## src/rtl/eth_parser_pkg.sv

```systemverilog
// Shared types and constants for the Ethernet II receive path.
package eth_parser_pkg;

    localparam int ETH_HDR_BYTES       = 14;
    localparam int ETH_MAX_FRAME_BYTES = 1518;

    // Element [0] holds the first byte received on the wire.
    typedef logic [ETH_HDR_BYTES-1:0][7:0] eth_header_bytes_t;

    typedef enum logic [1:0] {
        S_HDR,
        S_PAYLOAD,
        S_DROP,
        S_DONE
    } rx_seq_state_t;

endpackage

```

## src/rtl/eth_stat_counter.sv

```systemverilog
// Statistics up-counter; SATURATE selects hold-at-all-ones instead of wrap.
module eth_stat_counter #(
    parameter int W        = 16,
    parameter bit SATURATE = 1'b0
) (
    input  logic         clk,
    input  logic         rst,
    input  logic         inc,
    output logic [W-1:0] cnt
);

    // Count events, optionally sticking at full scale.
    always_ff @(posedge clk or posedge rst) begin
        if (rst) begin
            cnt <= '0;
        end else if (inc && !(SATURATE && (&cnt))) begin
            cnt <= cnt + 1'b1;
        end
    end

endmodule

```

## src/rtl/eth_rx_frame_sequencer.sv

```systemverilog
// Byte-serial RX sequencer: captures the Ethernet II header, hands it to the
// external decoder, then passes the payload straight through.
//
// state     | meaning
// ----------+-------------------------------------------------------------
// S_HDR     | collecting header bytes; runt frames end here
// S_PAYLOAD | header frozen and valid; payload passes through unbuffered
// S_DROP    | oversize frame; discard input up to and including tlast
// S_DONE    | header-only frame completed; one cycle with header valid
module eth_rx_frame_sequencer
    import eth_parser_pkg::*;
#(
    parameter int HDR_BYTES       = ETH_HDR_BYTES,
    parameter int MAX_FRAME_BYTES = ETH_MAX_FRAME_BYTES,
    parameter int CNT_W           = 16
) (
    input  logic              clk,
    input  logic              rst,
    input  logic [7:0]        s_tdata,
    input  logic              s_tvalid,
    output logic              s_tready,
    input  logic              s_tlast,
    output eth_header_bytes_t header_bytes,
    output logic              header_valid,
    output logic [7:0]        m_tdata,
    output logic              m_tvalid,
    input  logic              m_tready,
    output logic              m_tlast,
    output logic              frame_done,
    output logic              runt_err,
    output logic              oversize_err,
    output logic [CNT_W-1:0]  frame_cnt,
    output logic [CNT_W-1:0]  err_cnt
);

    localparam int BC_W = $clog2(MAX_FRAME_BYTES + 1);
    localparam int HI_W = $clog2(HDR_BYTES);
    localparam logic [BC_W-1:0] HDR_LAST = BC_W'(HDR_BYTES - 1);
    localparam logic [BC_W-1:0] MAX_LAST = BC_W'(MAX_FRAME_BYTES - 1);

    rx_seq_state_t   state_q, state_d;
    logic [BC_W-1:0] count_q, count_d;
    logic [HI_W-1:0] hdr_idx;
    logic            accept;
    logic            hdr_wr;
    logic            done_set, runt_set, over_set, done_now;
    logic            done_q, runt_q, over_q;

    assign accept  = s_tvalid & s_tready;
    assign hdr_idx = count_q[HI_W-1:0];

    // Next-state, handshake steering and event decode.
    always_comb begin
        state_d      = state_q;
        count_d      = count_q;
        s_tready     = 1'b0;
        m_tdata      = 8'h00;
        m_tvalid     = 1'b0;
        m_tlast      = 1'b0;
        header_valid = 1'b0;
        hdr_wr       = 1'b0;
        done_set     = 1'b0;
        runt_set     = 1'b0;
        over_set     = 1'b0;
        done_now     = 1'b0;
        case (state_q)
            S_HDR: begin
                s_tready = 1'b1;
                if (accept) begin
                    hdr_wr = 1'b1;
                    if (count_q == HDR_LAST) begin
                        count_d = count_q + 1'b1;
                        state_d = s_tlast ? S_DONE : S_PAYLOAD;
                    end else if (s_tlast) begin
                        runt_set = 1'b1;
                        count_d  = '0;
                    end else begin
                        count_d = count_q + 1'b1;
                    end
                end
            end
            S_PAYLOAD: begin
                header_valid = 1'b1;
                m_tdata      = s_tdata;
                m_tvalid     = s_tvalid;
                s_tready     = m_tready;
                // The byte that reaches the size limit closes the outgoing stream.
                m_tlast      = s_tlast || (count_q == MAX_LAST);
                if (accept) begin
                    if (s_tlast) begin
                        done_set = 1'b1;
                        count_d  = '0;
                        state_d  = S_HDR;
                    end else if (count_q == MAX_LAST) begin
                        over_set = 1'b1;
                        count_d  = '0;
                        state_d  = S_DROP;
                    end else begin
                        count_d = count_q + 1'b1;
                    end
                end
            end
            S_DROP: begin
                s_tready = 1'b1;
                if (accept && s_tlast) begin
                    state_d = S_HDR;
                end
            end
            S_DONE: begin
                header_valid = 1'b1;
                done_now     = 1'b1;
                count_d      = '0;
                state_d      = S_HDR;
            end
            default: begin
                state_d = S_HDR;
                count_d = '0;
            end
        endcase
    end

    // State, byte count and registered event pulses.
    always_ff @(posedge clk or posedge rst) begin
        if (rst) begin
            state_q <= S_HDR;
            count_q <= '0;
            done_q  <= 1'b0;
            runt_q  <= 1'b0;
            over_q  <= 1'b0;
        end else begin
            state_q <= state_d;
            count_q <= count_d;
            done_q  <= done_set;
            runt_q  <= runt_set;
            over_q  <= over_set;
        end
    end

    // Header capture; untouched outside S_HDR so the decoder sees a stable array.
    always_ff @(posedge clk or posedge rst) begin
        if (rst) begin
            header_bytes <= '0;
        end else if (hdr_wr) begin
            header_bytes[hdr_idx] <= s_tdata;
        end
    end

    assign frame_done   = done_q | done_now;
    assign runt_err     = runt_q;
    assign oversize_err = over_q;

    eth_stat_counter #(.W(CNT_W), .SATURATE(1'b0)) u_frame_cnt (
        .clk (clk),
        .rst (rst),
        .inc (frame_done),
        .cnt (frame_cnt)
    );

    eth_stat_counter #(.W(CNT_W), .SATURATE(1'b1)) u_err_cnt (
        .clk (clk),
        .rst (rst),
        .inc (runt_q | over_q),
        .cnt (err_cnt)
    );

endmodule

```

## config.mk

```make
export PLATFORM = sky130hd
export DESIGN_NAME = eth_rx_frame_sequencer
export DESIGN_NICKNAME = d
export VERILOG_FILES = /design/src/rtl/eth_parser_pkg.sv /design/src/rtl/eth_stat_counter.sv /design/src/rtl/eth_rx_frame_sequencer.sv
export SDC_FILE = /design/constraint.sdc
export NUM_CORES = 1
export LEC_CHECK = 0
export BUFFER_PORTS_ARGS = -buffer_cell sky130_fd_sc_hd__buf_2
export CORE_MARGIN = 1
export CORE_UTILIZATION = 56
export CTS_CLUSTER_DIAMETER = 40
export DETAILED_ROUTE_END_ITERATION = 10
export GPL_TIMING_DRIVEN = 1
export HOLD_SLACK_MARGIN = 0.12
export PLACE_DENSITY = 0.83
export SLEW_MARGIN = 40
export SYNTH_ARGS = -nofsm -noshare
export SYNTH_HDL_FRONTEND = slang
export SYNTH_SLANG_ARGS = --single-unit
```

## constraint.sdc

```tcl
create_clock -name clk -period 17.2 [get_ports clk]
set_input_delay 3.44 -clock clk [delete_from_list [all_inputs] [get_ports clk]]
set_output_delay 3.44 -clock clk [all_outputs]
set_load 0.02 [all_outputs]
```

After elaboration in Yosys (flattened, before gate mapping)
Cells that the tools add are included.
Storage, ports and cells
  register bits after elaboration: 160
  bits of input ports: 13
  output and inout port bits: 159
  logic and storage cells: 87
Cells by class
  add/sub/neg operators: 3
  order comparisons: 2
  equality and inequality tests: 10
  muxes and demuxes: 36
  bitwise operators: 3
  reduce and logical (&&, ||, !) cells: 12
Operator list (count)
  112-bit bitwise mux: 1
  11-bit 2-to-1 mux: 6
  11-bit one-hot mux with 3 select lines: 1
  16-bit by 1-bit adder with 16-bit output, second input constant: 2
  8-bit demux with 4-bit select: 1
  1-bit 2-to-1 mux: 16
  8-bit 2-to-1 mux: 2
  16-bit AND reduction: 1
  2-bit 2-to-1 mux: 7
  11-bit by 1-bit adder with 11-bit output, second input constant: 1
  11-bit == test, second input constant: 1
  11-bit by 4-bit == test with 1-bit output, second input constant: 1
  2-bit inequality test, second input constant: 4
  2-bit one-hot mux with 4 select lines: 1
  4-bit by 5-bit less-than comparator with 1-bit output, second input constant: 1
  5-bit AND reduction: 1
  2-bit == test, second input constant: 2
  4-bit by 1-bit >= comparator with 1-bit output, second input constant: 1
  2-bit OR reduction: 2
  1-bit logical AND: 3
  3-bit inequality test, second input constant: 1
  3-bit AND reduction: 1
  3-bit nonzero test: 1
  2-bit by 1-bit == test with 1-bit output, second input constant: 1
  other kinds (6): 7

Logic depth before layout (Yosys ltp)
Gate-level depths: netlist of run 1.
  depth after elaboration: 7
  gate-level depth with buffers: 8
  depth with buffers taken out: 7

Modules after synthesis
A second synthesis of run 1 with hierarchy kept.
Second synthesis, totals
  cell total of the unflattened synthesis: 513
  area total of the unflattened synthesis: 6891.6 um2
By module, submodules not included
  eth_rx_frame_sequencer: times used 1, cells an instance 383, area an instance 5382.7 um2, seq. area each 3203.1 um2
  eth_stat_counter (u_err_cnt): times used 1, cells an instance 73, area an instance 798.3 um2, seq. area each 400.4 um2
  eth_stat_counter (u_frame_cnt): times used 1, cells an instance 57, area an instance 710.7 um2, seq. area each 400.4 um2

Worst setup path before layout of run 1
No wires, ideal clock.
  kind: input to output
  from: in s_tdata[0]
  to: out m_tdata[0]
  arrival time: 3.913 ns
  required time: 13.760 ns
  slack: 9.847 ns
  stages on the path: 2
  path buffers: 1
  cells stage by stage: clkbuf_1 > and2_1
On the way
  cells in the longest elaborated chain, start to end: 1
Ends and longest elaborated chain
  from (decl): RTL line eth_rx_frame_sequencer.sv:19  | input logic [7:0] s_tdata,
  8-bit 2-to-1 mux: RTL line eth_rx_frame_sequencer.sv:66  | case (state_q)
  to (decl): RTL line eth_rx_frame_sequencer.sv:25  | output logic [7:0] m_tdata,
Every way passes these cells.

Final worst setup path of run 1
  from: in m_tready
  to: out s_tready
On the way
  cells in the longest elaborated chain, start to end: 1
Ends and longest elaborated chain
  from (decl): RTL line eth_rx_frame_sequencer.sv:27  | input logic m_tready,
  1-bit one-hot mux with 2 select lines: RTL line eth_rx_frame_sequencer.sv:66
  to (decl): RTL line eth_rx_frame_sequencer.sv:21  | output logic s_tready,
Every way passes these cells.

==> results of run 1 <==
-- worst reg2reg max path: cells and delay by family, from the launching register on --
family / cells / cell delay, ns
flops: 1 / 0.44
fa+ha+maj: 1 / 0.29
buf+inv: 1 / 0.13
simple gates: 3 / 0.56
compound gates: 2 / 0.74
-- cells by family (layout without fill, tap and decap cells) --
| family | count (synthesis) | in the layout | share of synthesized area [%] |
|---|---|---|---|
| AO/OA/AOI/OAI | 28 | 28 | 2.78 |
| XOR/XNOR | 28 | 28 | 3.58 |
| adder cells (fa/ha/maj) | 6 | 6 | 1.10 |
| buffers and inverters | 33 | 215 | 2.32 |
| flip-flops | 160 | 160 | 58.4 |
| multiplexers | 116 | 116 | 19.0 |
| AND/OR/NAND/NOR | 144 | 144 | 12.8 |
-- power groups by stage --
| stage | registers (mW) | clock network, mW | logic, mW |
|---|---|---|---|
| 2_1_floorplan | 0.757 | 0 | 0.203 |
| 3_3_place_gp | 0.602 | 0 | 0.541 |
| 3_5_place_dp | 0.611 | 0 | 0.552 |
| 4_1_cts | 0.608 | 0.409 | 0.555 |
| 5_1_grt | 0.624 | 0.426 | 0.585 |
| 6_report | 0.608 | 0.406 | 0.550 |
-- area by class of cell --
class	instances	area share, %
clock inverter	12	2.09
sequential	160	47.4
multi-input combinational	322	31.9
timing repair buffer	172	10.3
inverter	11	0.578
clock buffer	20	5.53
tap	147	2.18
-- metrics by stage --
step / hold WS (ns) / power (mW)
floorplan: 0.518 / 0.961
global placement: 0.456 / 1.14
detailed placement: 0.476 / 1.16
CTS: 0.494 / 1.57
global route: 0.508 / 1.63
finish: 0.481 / 1.56
-- cells in the final DEF, fill, tap and decap left out, types with 8 or more instances in the layout --
cell type / synthesis / routed
sky130_fd_sc_hd__nand2_2: 8 / 8
sky130_fd_sc_hd__nand2_1: 25 / 25
sky130_fd_sc_hd__clkbuf_16: 0 / 17
sky130_fd_sc_hd__nor3_1: 14 / 14
sky130_fd_sc_hd__dfrtp_1: 160 / 160
sky130_fd_sc_hd__a21oi_1: 10 / 10
sky130_fd_sc_hd__and2_1: 12 / 12
sky130_fd_sc_hd__inv_1: 10 / 9
sky130_fd_sc_hd__mux2_2: 109 / 109
sky130_fd_sc_hd__nand4_1: 14 / 14
sky130_fd_sc_hd__buf_2: 4 / 171
sky130_fd_sc_hd__nor2_1: 16 / 16
sky130_fd_sc_hd__xnor2_1: 23 / 23
sky130_fd_sc_hd__nand3_1: 17 / 17
-- worst paths after layout --
check | from | end | slack (ns) | depth (start not counted)
worst min register to register | u_frame_cnt.cnt[15] | u_frame_cnt.cnt[15] | 0.48 | 1
worst max register to register | count_q[1] | count_q[4] | 14.92 | 7
worst max-delay path | m_tready | s_tready | 9.62 | 4
max in group asynchronous | rst | count_q[3] | 13.06 | 3
worst min-delay path | u_frame_cnt.cnt[15] | u_frame_cnt.cnt[15] | 0.48 | 1
min in group asynchronous | rst | u_frame_cnt.cnt[6] | 3.10 | 2
-- per-layer routing --
layer | share of wire [%] | wire length, um
met3 | 7.1 | 1120
met2 | 49 | 7710
met1 | 43 | 6750
met5 | 0 | 0
met4 | 1.5 | 240
-- flip-flops by register name (all words and copies together) (netlist names) --
| signal | count |
|---|---|
| u_err_cnt.cnt | 16 |
| count_q | 11 |
| u_frame_cnt.cnt | 16 |
| header_bytes | 112 |
| oversize_err | 1 |
| runt_err | 1 |
| state_q | 2 |
| done_q | 1 |
==> out/summary.md, run 1 <==
The flow ran to the end, and the final reports show no timing, DRC or antenna violations. Hold repair after CTS inserted 0 buffers. For the worst-skew pair, the clock arrives at the later sink with an insertion delay of 0.43 ns. Global routing consumed, on the met1 layer, 33.8% of the routing resources. The average wire per cell in the routed design works out to 18.7 um. Together, buffers and inverters on the worst path number 3.

Area of the core: 12000 um^2. In this run the vertical extent of the chip is 113 um. The total overflow left after global routing is 0.

The layout-stage area growth over the synthesis result came out at 23.1%. The post-detailed-routing wire length came out at 15.8 mm. The worst-case setup margin in the final layout came out at 9.62 ns. The count of cells in the finished layout, fillers not included, comes to 844.

The number of flops mapped to enable cells by yosys was 0. Cells with a size suffix above 1 make up 48.9% of the layout. Entering global routing, the biggest net connects 92 pins. The worst setup path is captured at an output pin. The kind of critical path is in -> out. Walking the worst path, the cells encountered are buf_2 -> a21boi_0 -> inv_1 -> buf_2.

The full die area was 12700 um^2. The achievable clock frequency was 132 MHz. Of all nets on the critical path, the largest fanout is 3. For the initial antenna violation count, the log shows 0. The number of fill cells in the layout came out at 859. Sequential cells were found to cover 58.4% of the synthesized design area.

Between clock sinks in the finished design, the worst skew comes to 0.00682 ns. The logs give 989 uW for the internal power consumption and 6850 um^2 for the area of the mapped netlist. The tools report the relative slew slack as 58.9%. Setup repair after global routing left no endpoint under its margin. For the fraction of met3 tracks used by global routing, the log shows 7.83%.

For the hold violation count in the final report, the log shows 0. The run gives 17 as the CTS buffer count. Peak ir drop on the vdd network: 0.136 mV. The most congested layer reported by global routing is met2. Summed over all nets, the switching power comes to 576 uW. For this design, the sink count on the clock tree is 160. The first global-routing pass estimated 25.4 mm of wire. The number of pins exceeding their max-slew limit in the final report was 0. For the cell count after synthesis, the log shows 515. In this run the horizontal extent of the chip is 113 um. Total track usage: 26.4%. Among all cell types in the netlist, the one instantiated most often is sky130_fd_sc_hd__dfrtp_1.

Data arrives at the worst endpoint at 4.14 ns. Global routing used 42.3% of the available met2 tracks. At the pin with the least slew margin, the transition time is 0.616 ns.

For the worst setup path, the data required time is 13.76 ns. Once the clock tree was built, the setup fixing pass inserted 0 buffers. The commonest cells after synthesis are 160 x sky130_fd_sc_hd__dfrtp_1, 109 x sky130_fd_sc_hd__mux2_2, 25 x sky130_fd_sc_hd__nand2_1. For this configuration, the core starts out at a cell density of 57.3%.

The diode insertion count for antenna repair is 0, and the level count of the clock H-tree is 4. The global placer's final weighted congestion is 0.842, and the share of async-settable or async-resettable flops after synthesis is 100%. The final count of negative-setup-slack endpoints came out at 0.

The count of nets left with antenna violations once routing finished came out at 0. The top flip-flop cell by instance count after synthesis was sky130_fd_sc_hd__dfrtp_1. For this run, the slowest stage of the critical path takes 0.35 ns. The worst path in the final design needs a cycle of 7.58 ns, including I/O delays and setup. The logs give 70.6% for the final core area utilization and 4835 for the number of global-route vias before repair. Dividing the final minimum period by the clock period gives 44.1%. The remaining design rule violation count came out at 0.

Summed over all cells, the static leakage comes to 4.23 nW. TritonCTS built the clock tree. The kind of cell with the highest combined delay along the critical path is buffers and inverters. The share of the synthesized area in the top cell type was 58.4%; the number of violations of the max-capacitance limit was 0. The net count of the mapped netlist came out at 534. The longest clock path from root to sink contains 2 buffers. The first detailed-routing pass took 5 iterations. The logs give 11.0 mm for the detailed placement HPWL and 8440 um^2 for the design area.

The library cell with the largest summed area after synthesis is sky130_fd_sc_hd__dfrtp_1. Across the whole layout, storage elements account for 4000 um^2. Sorting the synthesized cells by area gives the leading types as sky130_fd_sc_hd__dfrtp_1 58%, sky130_fd_sc_hd__mux2_2 18%, sky130_fd_sc_hd__xnor2_1 2.9%. Summing all placed instances gives a cell area of 7790 um^2. After routing, the total negative slack on setup checks comes to 0 ns. The switching share of power is 36.8%.

The logs give 4806 for the routed via count and 703 for the final net count. The run gives 9.64 ns as the worst-case setup slack after placement. Once placement completed, the tool counted placed cells totaling 812.

The slowest stage of the critical path is the sky130_fd_sc_hd__a21boi_0 cell. Library cell used as clock root buffer: sky130_fd_sc_hd__clkbuf_16. The number of standard-cell rows in the floorplan is 40. The worst setup path is launched from an input port. The initial DRC count came out at 260.

During placement, the flow inserted port buffers numbering 171. The total power divided by cell area works out to 185 nW/um^2. The area used by multi-input combinational logic was 2690 um^2; the number of unique standard cell types used by synthesis was 53.

The post-synthesis average cell area is 13.3 um^2. The cell type with the highest occurrence count on the critical path is sky130_fd_sc_hd__buf_2. Of the total power, the clock network draws 25.9%. The class of the tightest hold or removal check was reg -> reg. The run gives 0 as the number of warning messages in the yosys log.

The combinational power share was 35.2%. Once the clock tree was built, the resizer swapped 0 gates to a different size. Clock-pin slew was measured on the worst setup and hold paths at 0.06 ns. Synthesis inferred 160 register bits. The sequential group share of total power is 38.9%, and the via density per instance is 5.69. The number of ports placed on the die boundary was 172.
Power figures use the tool's default switching activity.
==> run 2: changes to the inputs <==
Settings changed: ABC_AREA set to 1, CORE_UTILIZATION 56 to 54, PLACE_DENSITY 0.83 to 0.8.
Clock period 17.2 ns to 7.6 ns, I/O delays scaled along.
==> run 2 against run 1 <==
  * Total power is 94% higher
  * Sequential share of layout area is 1.0 points lower
  * Worst hold slack better by 0.0040 ns
==> out/summary.md, run 2 <==
After synthesis, the largest family of logic cells by area is simple AND/OR/NAND/NOR gates. The cell sitting at the root of the clock tree is a sky130_fd_sc_hd__clkbuf_16. The startpoint identified for the worst register-to-register timing path is u_err_cnt.cnt[0]. Final global-route overflow total: 0 (unchanged). The tools report the leakage power summed over all cells as 4.71 nW (+11%). The tools report the worst hold path endpoint as header_bytes[15]. The critical path in this run is classified as in -> out.

The logs give 7150 um^2 (+4.3%) for the area of the mapped netlist and 12800 um^2 (+6.8%) for the area of the core. The run gives 0.0120 ns (+0.00523 ns) as the clock tree skew after final layout. For the number of warning messages in the yosys log, the log shows 0 (unchanged).

Setup repair after global routing left no endpoint under its margin. The post-synthesis share of cell area spent on full adders, half adders and majority gates works out to 1.05% (-0.045 points). The net switching power figure came out at 1.21 mW (+110%). For the post-route antenna net violation count, the log shows 0 (unchanged).

The share of final-layout standard cells stronger than drive strength 1 is 26.6% (-22 points). The clock period could shrink to 3.95 ns. The final count of negative-setup-slack endpoints was 0 (unchanged); the final net count was 957 (+36%).

TritonCTS built the clock tree. The number of unique standard cell types used by synthesis was 31 (-42%). The area share of xor/xnor cells in the synthesized design came out at 3.06% (-0.51 points).

Among all flip-flop cells after synthesis, the most frequent one is sky130_fd_sc_hd__dfrtp_1. The number of global-route vias before repair is 5361 (+11%). The post-cts hold buffer count came out at 0 (unchanged).

The library cells used most frequently in the layout, excluding fill and tap cells, are 183 x sky130_fd_sc_hd__nand2_1, 171 x sky130_fd_sc_hd__buf_2, 160 x sky130_fd_sc_hd__dfrtp_1. The relative slew slack is 52.6% (-6.3 points), and the number of ports placed on the die boundary is 172 (unchanged). The count of cells along the worst hold path is 2 (+1), and the cell count after synthesis is 774 (+50%). The register with the highest flop count is header_bytes. The largest buffer count on any clock path was 2 (unchanged); the final cycle utilization of the critical path was 52.0%. For the diode insertion count for antenna repair, the log shows 0 (unchanged).

The total power divided by cell area was 352 nW/um^2 (+90%); the flip-flop count of the largest register after layout was 112 (unchanged). The run gives 86 (-6.5%) as the largest net degree at the start of global routing. The most common cell after layout, fill and taps aside is sky130_fd_sc_hd__nand2_1.

The height of the chip was 117 um (+3.9%). The run gives 2660 um^2 (-1.2%) as the area used by multi-input combinational logic. In the post-synthesis netlist, the biggest area contributors are sky130_fd_sc_hd__dfrtp_1 56%, sky130_fd_sc_hd__nand2_1 9.6%, sky130_fd_sc_hd__nor2_1 5.4%. The total power draw is 3.03 mW (+94%), and the worst hold slack is 0.485 ns (+0.00400 ns).

The critical-path maximum fanout was 15 (+12). The switching share of power is 39.9% (+3.1 points). In this run the most critical hold path is launched from header_bytes[15]. The remaining design rule violation count was 0 (unchanged); the achievable clock frequency was 253 MHz. The slack of the worst reg-to-reg path was 5.57 ns (-9.35 ns); the layout-stage area growth over the synthesis result was 20.7%. The tools report the number of standard-cell rows in the floorplan as 41 (+2.5%). For the CTS buffer count, the log shows 17 (unchanged). The synthesized design spends more area on one cell type than any other, namely sky130_fd_sc_hd__dfrtp_1. Routed via count: 5796 (+21%).

The number of flops mapped to enable cells by yosys is 0 (unchanged), and the hold violation count in the final report is 0 (unchanged). The clock transition at the register clock pins on the worst setup and hold paths after CTS is 0.07 ns (about the same), and the net count of the mapped netlist is 793 (+49%). The accumulated negative setup slack is 0 ns (unchanged).

The initial antenna violation count came out at 0 (unchanged). The largest registers in the layout are header_bytes: 112 flops, u_err_cnt.cnt: 16 flops, u_frame_cnt.cnt: 16 flops. The via density per instance is 5.16 (-9.4%), and the share of synthesized area occupied by flip-flops and latches is 56.0% (-2.4 points). The depth of the worst register-to-register path was 8 (+1); the global placer's final weighted congestion was 0.881 (+4.7%). The internal power consumption was 1.82 mW (+84%).

Sequential group share of total power: 39.8% (+0.9 points). The startpoint type of the worst setup path is an input port. The run finished with clean final reports.

The share of the synthesized area in the top cell type works out to 56.0% (-2.4 points). The number of buffers added for setup after CTS was 0 (unchanged); the number of fill cells in the layout was 984 (+15%). The relative contribution of the clock network to total power is 27.4% (+1.5 points). The tools report the number of pins exceeding their max-slew limit in the final report as 0 (unchanged).

The full die area is 13700 um^2 (+8.0%). The level count of the clock H-tree is 4 (unchanged). The run gives 11.6 mm (+5.5%) as the detailed placement HPWL. The tools report the global-route wire length before repair as 26.6 mm (+4.9%).

The number of cells upsized or downsized after cts was 0 (unchanged). The actual transition at the worst max-transition pin came out at 0.710 ns (+0.0942 ns). The average wire per cell in the routed design was 15.2 um (-19%); the arrival time of data at the critical path endpoint was 2.43 ns (-1.71 ns). The horizontal extent of the die came out at 117 um (+3.9%). The register bit count reported by yosys was 160 (unchanged); the area share of and/or/nand/nor cells after synthesis was 23.6% (+11 points). Total track usage: 25.9% (-0.44 points). Endpoint of the worst-slack reg-to-reg timing path: u_err_cnt.cnt[14]. The run gives 0.43 ns (about the same) as the clock latency on the worst-skew pair. The multiplexer fraction of the synthesized cell area works out to 0.158% (-19 points). The starting density of the core was 56.0% (-1.3 points). The compound-gate portion of the synthesized area came out at 9.29% (+6.5 points). For the combinational power share, the log shows 32.7% (-2.5 points).

The tools report the clock sink total as 160 (unchanged). The count of port buffers added during placement works out to 171 (unchanged). In this run the worst hold path is classified as reg -> reg. The run gives 0.225 mV (+65%) as the peak ir drop on the vdd network.

STA classifies the critical path endpoint as an output pin. Endpoint required time on the critical path: 6.08 ns (-7.68 ns). Counting instances in the post-synthesis netlist gives the leading cell types as 183 x sky130_fd_sc_hd__nand2_1, 160 x sky130_fd_sc_hd__dfrtp_1, 102 x sky130_fd_sc_hd__nor2_1. Yosys instantiated no cell more often than sky130_fd_sc_hd__nand2_1.

For the register area, the log shows 4000 um^2 (unchanged). The total iterations of the first detailed-routing run was 7 (+2). Post-detailed-routing wire length: 17.0 mm (+7.7%). The number of violations of the max-capacitance limit is 0 (unchanged), and the post-synthesis average cell area is 9.24 um^2 (-31%). Share of async-settable or async-resettable flops after synthesis: 100% (unchanged).

The initial DRC count was 455 (+75%).
run 2: changes by cell type in the layout (fill, tap and decap cells not counted), moves of 12 or more:
cell	change
sky130_fd_sc_hd__nand2_1	+158
sky130_fd_sc_hd__mux2_2	-108
sky130_fd_sc_hd__nor2_1	+86
sky130_fd_sc_hd__inv_1	+59
sky130_fd_sc_hd__o21ai_0	+40
sky130_fd_sc_hd__a21oi_1	+39
sky130_fd_sc_hd__a21oi_2	+15
sky130_fd_sc_hd__nand3_1	+15
sky130_fd_sc_hd__xnor2_1	-13
sky130_fd_sc_hd__and2_1	-12
run 2: layout make-up:
class,instances,share of cell area (%)
clock buffers,18,4.97
clock inverters,14,1.65
inverters,73,3.49
multi-input cells,513,30.8
flip-flops and latches,160,46.4
well taps,172,2.49
repair buffers,173,10.1
run 2: power by group through the flow:
| stage | sequential (mW) | combinational, mW | clock, mW |
|---|---|---|---|
| after floorplan | 1.42 | 0.457 | 0 |
| after global placement | 1.21 | 0.971 | 0 |
| after detailed placement | 1.22 | 0.996 | 0 |
| after CTS | 1.21 | 1.00 | 0.842 |
| after global routing | 1.23 | 1.09 | 0.878 |
| final | 1.21 | 0.994 | 0.832 |
run 2: layer usage:
| metal | GRT usage (%) | vias to the layer above | part of all wire (%) | wire length [um] |
|---|---|---|---|---|
| met5 | 0 | - | 0 | 0 |
| met4 | 9.87 | 0 | 1.6 | 269 |
| li1 | - | 2799 | - | - |
| met1 | 34.8 | 2750 | 44 | 7530 |
| met2 | 41.1 | 225 | 47 | 8090 |
| met3 | 6.33 | 22 | 6.8 | 1160 |
run 2: worst max path at each step:
stage                from    endpoint  slack, ns
5_1_grt        s_tdata[1]  m_tdata[1]       3.60
2_1_floorplan         rst  count_q[0]       1.76
4_1_cts        s_tdata[1]  m_tdata[1]       3.63
3_3_place_gp   s_tdata[1]  m_tdata[1]       3.65
3_5_place_dp   s_tdata[1]  m_tdata[1]       3.64
6_report       s_tdata[1]  m_tdata[1]       3.65
run 2: cells by family after synthesis:
group | after synthesis
buf+inv | 101
flops | 160
mux | 1
fa+ha+maj | 6
simple gates | 361
xor+xnor | 25
compound gates | 120
run 2: per-stage QoR:
step | worst slack (ns) | cells | util, % | instance area [um^2]
final | 3.65 | 1123 | 67.5 | 8630
after global routing | 3.60 | 1123 | 67.5 | 8630
after CTS | 3.63 | 1123 | 67.5 | 8620
after detailed placement | 3.64 | 1091 | 63.0 | 8050
after global placement | 3.65 | 1091 | 63.0 | 8040
after floorplan | 1.76 | 774 | - | 7150
run 2: worst max-delay path, stage by stage:
cell                     delay (ns)
sky130_fd_sc_hd__buf_2         0.10
sky130_fd_sc_hd__inv_1         0.52
sky130_fd_sc_hd__nor2_1        0.10
sky130_fd_sc_hd__buf_2         0.20
==> run 3: changes to the inputs <==
Settings changed: CORE_UTILIZATION 54 to 48, PLACE_DENSITY 0.8 to 0.76.
Clock period 7.6 ns to 3.3 ns, I/O delays scaled along.
==> run 3 against run 2 <==
  * Cell count grew 1.7%
  * Largest power group unchanged
  * Critical path type is now reg -> out
  * Core utilization is 7.8 points lower
  * Highest routed layer unchanged
  * Global-route usage is 2.2 points lower
==> out/summary.md, run 3 (synthesis results as in run 2) <==
The logs give 0 (unchanged) for the hold violation count in the final report and 384 MHz for the achievable clock frequency. The leakage power summed over all cells is 4.74 nW (+0.55%), and the initial DRC count is 386 (-15%). The flip-flop count of the largest register after layout is 112 (unchanged), and the post-route antenna net violation count is 0 (unchanged). The combined buffer and inverter count along the critical path came out at 3 (unchanged).

The worst setup path is captured at an output pin. The logs give 4 (unchanged) for the level count of the clock H-tree and 129 (+50%) for the largest net degree at the start of global routing. The routed via count was 5771 (-0.43%). The final count of negative-setup-slack endpoints came out at 0 (unchanged). The tools report the diode insertion count for antenna repair as 0 (unchanged). The standard cell with the maximum stage delay on the critical path was sky130_fd_sc_hd__dfrtp_1. Class of the tightest hold or removal check: in -> async. The run gives 0 (unchanged) as the number of buffers added for setup after CTS. The actual transition at the worst max-transition pin is 0.684 ns (-0.0267 ns), and the height of the chip is 124 um (+6.0%). Setup repair after global routing left no endpoint under its margin. The run gives 160 (unchanged) as the clock sink total.

The signal on the critical path passes through inv_1 -> ha_1 -> nand3_1 -> inv_1 -> nand3_1 -> a21oi_1 -> buf_2. The total iterations of the first detailed-routing run was 5 (-2). The via density per instance works out to 5.05 (-2.1%).

The post-detailed-routing wire length was 17.6 mm (+3.3%). The most common cell after layout, fill and taps aside is sky130_fd_sc_hd__nand2_1. The largest delay contributor family on the critical path is flip-flops. For the clock tree skew after final layout, the log shows 0.0102 ns (-0.00184 ns). TritonCTS built the clock tree. Relative contribution of the clock network to total power: 27.0% (-0.4 points). The combinational power share is 33.1% (+0.4 points), and the final net count is 964 (+0.73%). The run gives 1142 (+1.7%) as the number of standard cells in the layout, taps in and fillers out. The count of port buffers added during placement is 171 (unchanged). The global-route wire length before repair was 27.3 mm (+2.5%). The initial antenna violation count was 0 (unchanged). The tools report the number of pins exceeding their max-slew limit in the final report as 0 (unchanged).

The run gives 23.7% (-2.2 points) as the total track usage. For the number of fill cells in the layout, the log shows 1253 (+27%). The tools report the number of global-route vias before repair as 5354 (-0.13%). The placed cell count is 1110 (+1.7%), and the starting density of the core is 49.2% (-6.8 points). The tools report the final global-route overflow total as 0 (unchanged). The run finished with clean final reports.

The logs give 54.4% (+1.8 points) for the relative slew slack and 0 ns (unchanged) for the accumulated negative setup slack. The average wire per cell in the routed design is 15.4 um (+1.6%), and the global placer's final weighted congestion is 0.892 (+1.2%). The peak ir drop on the vdd network is 0.451 mV (+100%), and the horizontal extent of the die is 124 um (+6.0%).

The total power divided by cell area came out at 796 nW/um^2 (+130%). The top cell types in the final layout, fill and taps aside, are 183 x sky130_fd_sc_hd__nand2_1, 171 x sky130_fd_sc_hd__buf_2, 160 x sky130_fd_sc_hd__dfrtp_1. The number of standard-cell rows in the floorplan came out at 44 (+7.3%). The tree is rooted in a sky130_fd_sc_hd__clkbuf_16. The stage delay of the slowest cell on the critical path is 0.42 ns (-0.10 ns), and the CTS buffer count is 17 (unchanged). The tools report the number of cells upsized or downsized after cts as 0 (unchanged). The clock latency on the worst-skew pair was 0.42 ns (about the same); the depth of the critical timing path with buffers and inverters included was 7 (+3).

The number of ports placed on the die boundary was 172 (unchanged). The switching share of power was 40.2% (+0.28 points); the full die area was 15400 um^2 (+12%). The largest buffer count on any clock path is 2 (unchanged), and the number of violations of the max-capacitance limit is 0 (unchanged).

The largest registers in the layout are header_bytes: 112 flops, u_err_cnt.cnt: 16 flops, u_frame_cnt.cnt: 16 flops. Remaining design rule violation count: 0 (unchanged). The worst setup path is of the reg -> out kind.

The critical-path maximum fanout works out to 5 (-10). The routed design could run at a clock period as short as 2.61 ns. The internal power consumption was 4.14 mW (+130%); the post-cts hold buffer count was 0 (unchanged). The layout-stage area growth over the synthesis result is 21.5%. The worst setup path is launched from a flop.

The arrival time of data at the critical path endpoint was 1.95 ns (-0.48 ns). The tools report the sequential group share of total power as 40.0% (+0.2 points). Register with the highest flop count: header_bytes.

The detailed placement HPWL is 12.0 mm (+3.6%), and the share of final-layout standard cells stronger than drive strength 1 is 27.2% (+0.64 points). The tools report the endpoint required time on the critical path as 2.64 ns (-3.44 ns). After layout, the worst path uses 79.0% of the clock period.

The depth of the worst register-to-register path was 8 (unchanged); the net switching power figure was 2.78 mW (+130%). The clock transition at the register clock pins on the worst setup and hold paths after CTS was 0.07 ns (about the same); the area of the core was 14500 um^2 (+14%).
-- run 3: cell types whose count changed in the layout (fill, tap and decap cells not counted), sizes merged --
cell      delta
clkinvlp     +1
clkinv       -2
bufinv       -1
inv          +3
clkbuf       -1
buf          +7
-- run 3: path summary, 6_finish.rpt --
kind	start	end	slack, ns
max	count_q[1]	m_tlast	0.69
min	rst	u_frame_cnt.cnt[4]	0.38
max reg2reg	u_err_cnt.cnt[0]	u_err_cnt.cnt[14]	1.33
min reg2reg	header_bytes[103]	header_bytes[103]	0.48
max in group asynchronous	rst	header_bytes[62]	2.35
min in group clk	header_bytes[103]	header_bytes[103]	0.48
-- run 3: layout make-up --
type                       count  area (um^2)  area share [%]
sequential                   160         4000            46.1
clock inverter                15          134            1.54
clock buffer                  17          425            4.90
inverter                      73          298            3.43
multi-input combinational    513         2660            30.6
timing repair buffer         180          936            10.8
tap                          184          230            2.65
-- run 3: metal layers --
layer  GRT usage [%]  vias to the layer above  part of all wire [%]
met5               0                        -                     0
met4            9.97                        0                   2.7
met3            6.36                       27                   7.2
met2            37.2                      201                    48
met1            31.0                     2736                    42
li1                -                     2807                     -
-- run 3: tightest hold or removal path, stage by stage --
cell,delay (ns)
sky130_fd_sc_hd__buf_2,0.12
sky130_fd_sc_hd__clkinvlp_4,0.08
sky130_fd_sc_hd__buf_4,0.36
-- run 3: power by group through the flow --
stage          clock network [mW]  logic, mW  registers [mW]
5_1_grt                      1.98       2.52            2.83
6_report                     1.87       2.29            2.76
3_5_place_dp                    0       2.30            2.78
2_1_floorplan                   0       1.05            3.28
3_3_place_gp                    0       2.25            2.77
4_1_cts                      1.90       2.31            2.76
-- run 3: stage by stage --
stage	instance area [um^2]	utilization [%]	hold WS (ns)	total power, mW	worst slack, ns
finish	8690	59.8	0.382	6.92	0.693
global route	8690	59.8	0.412	7.33	0.589
CTS	8680	59.7	0.386	6.97	0.680
detailed placement	8120	55.9	0.468	5.08	1.14
global placement	8120	55.9	0.461	5.02	1.16
floorplan	7150	-	0.519	4.33	0.611
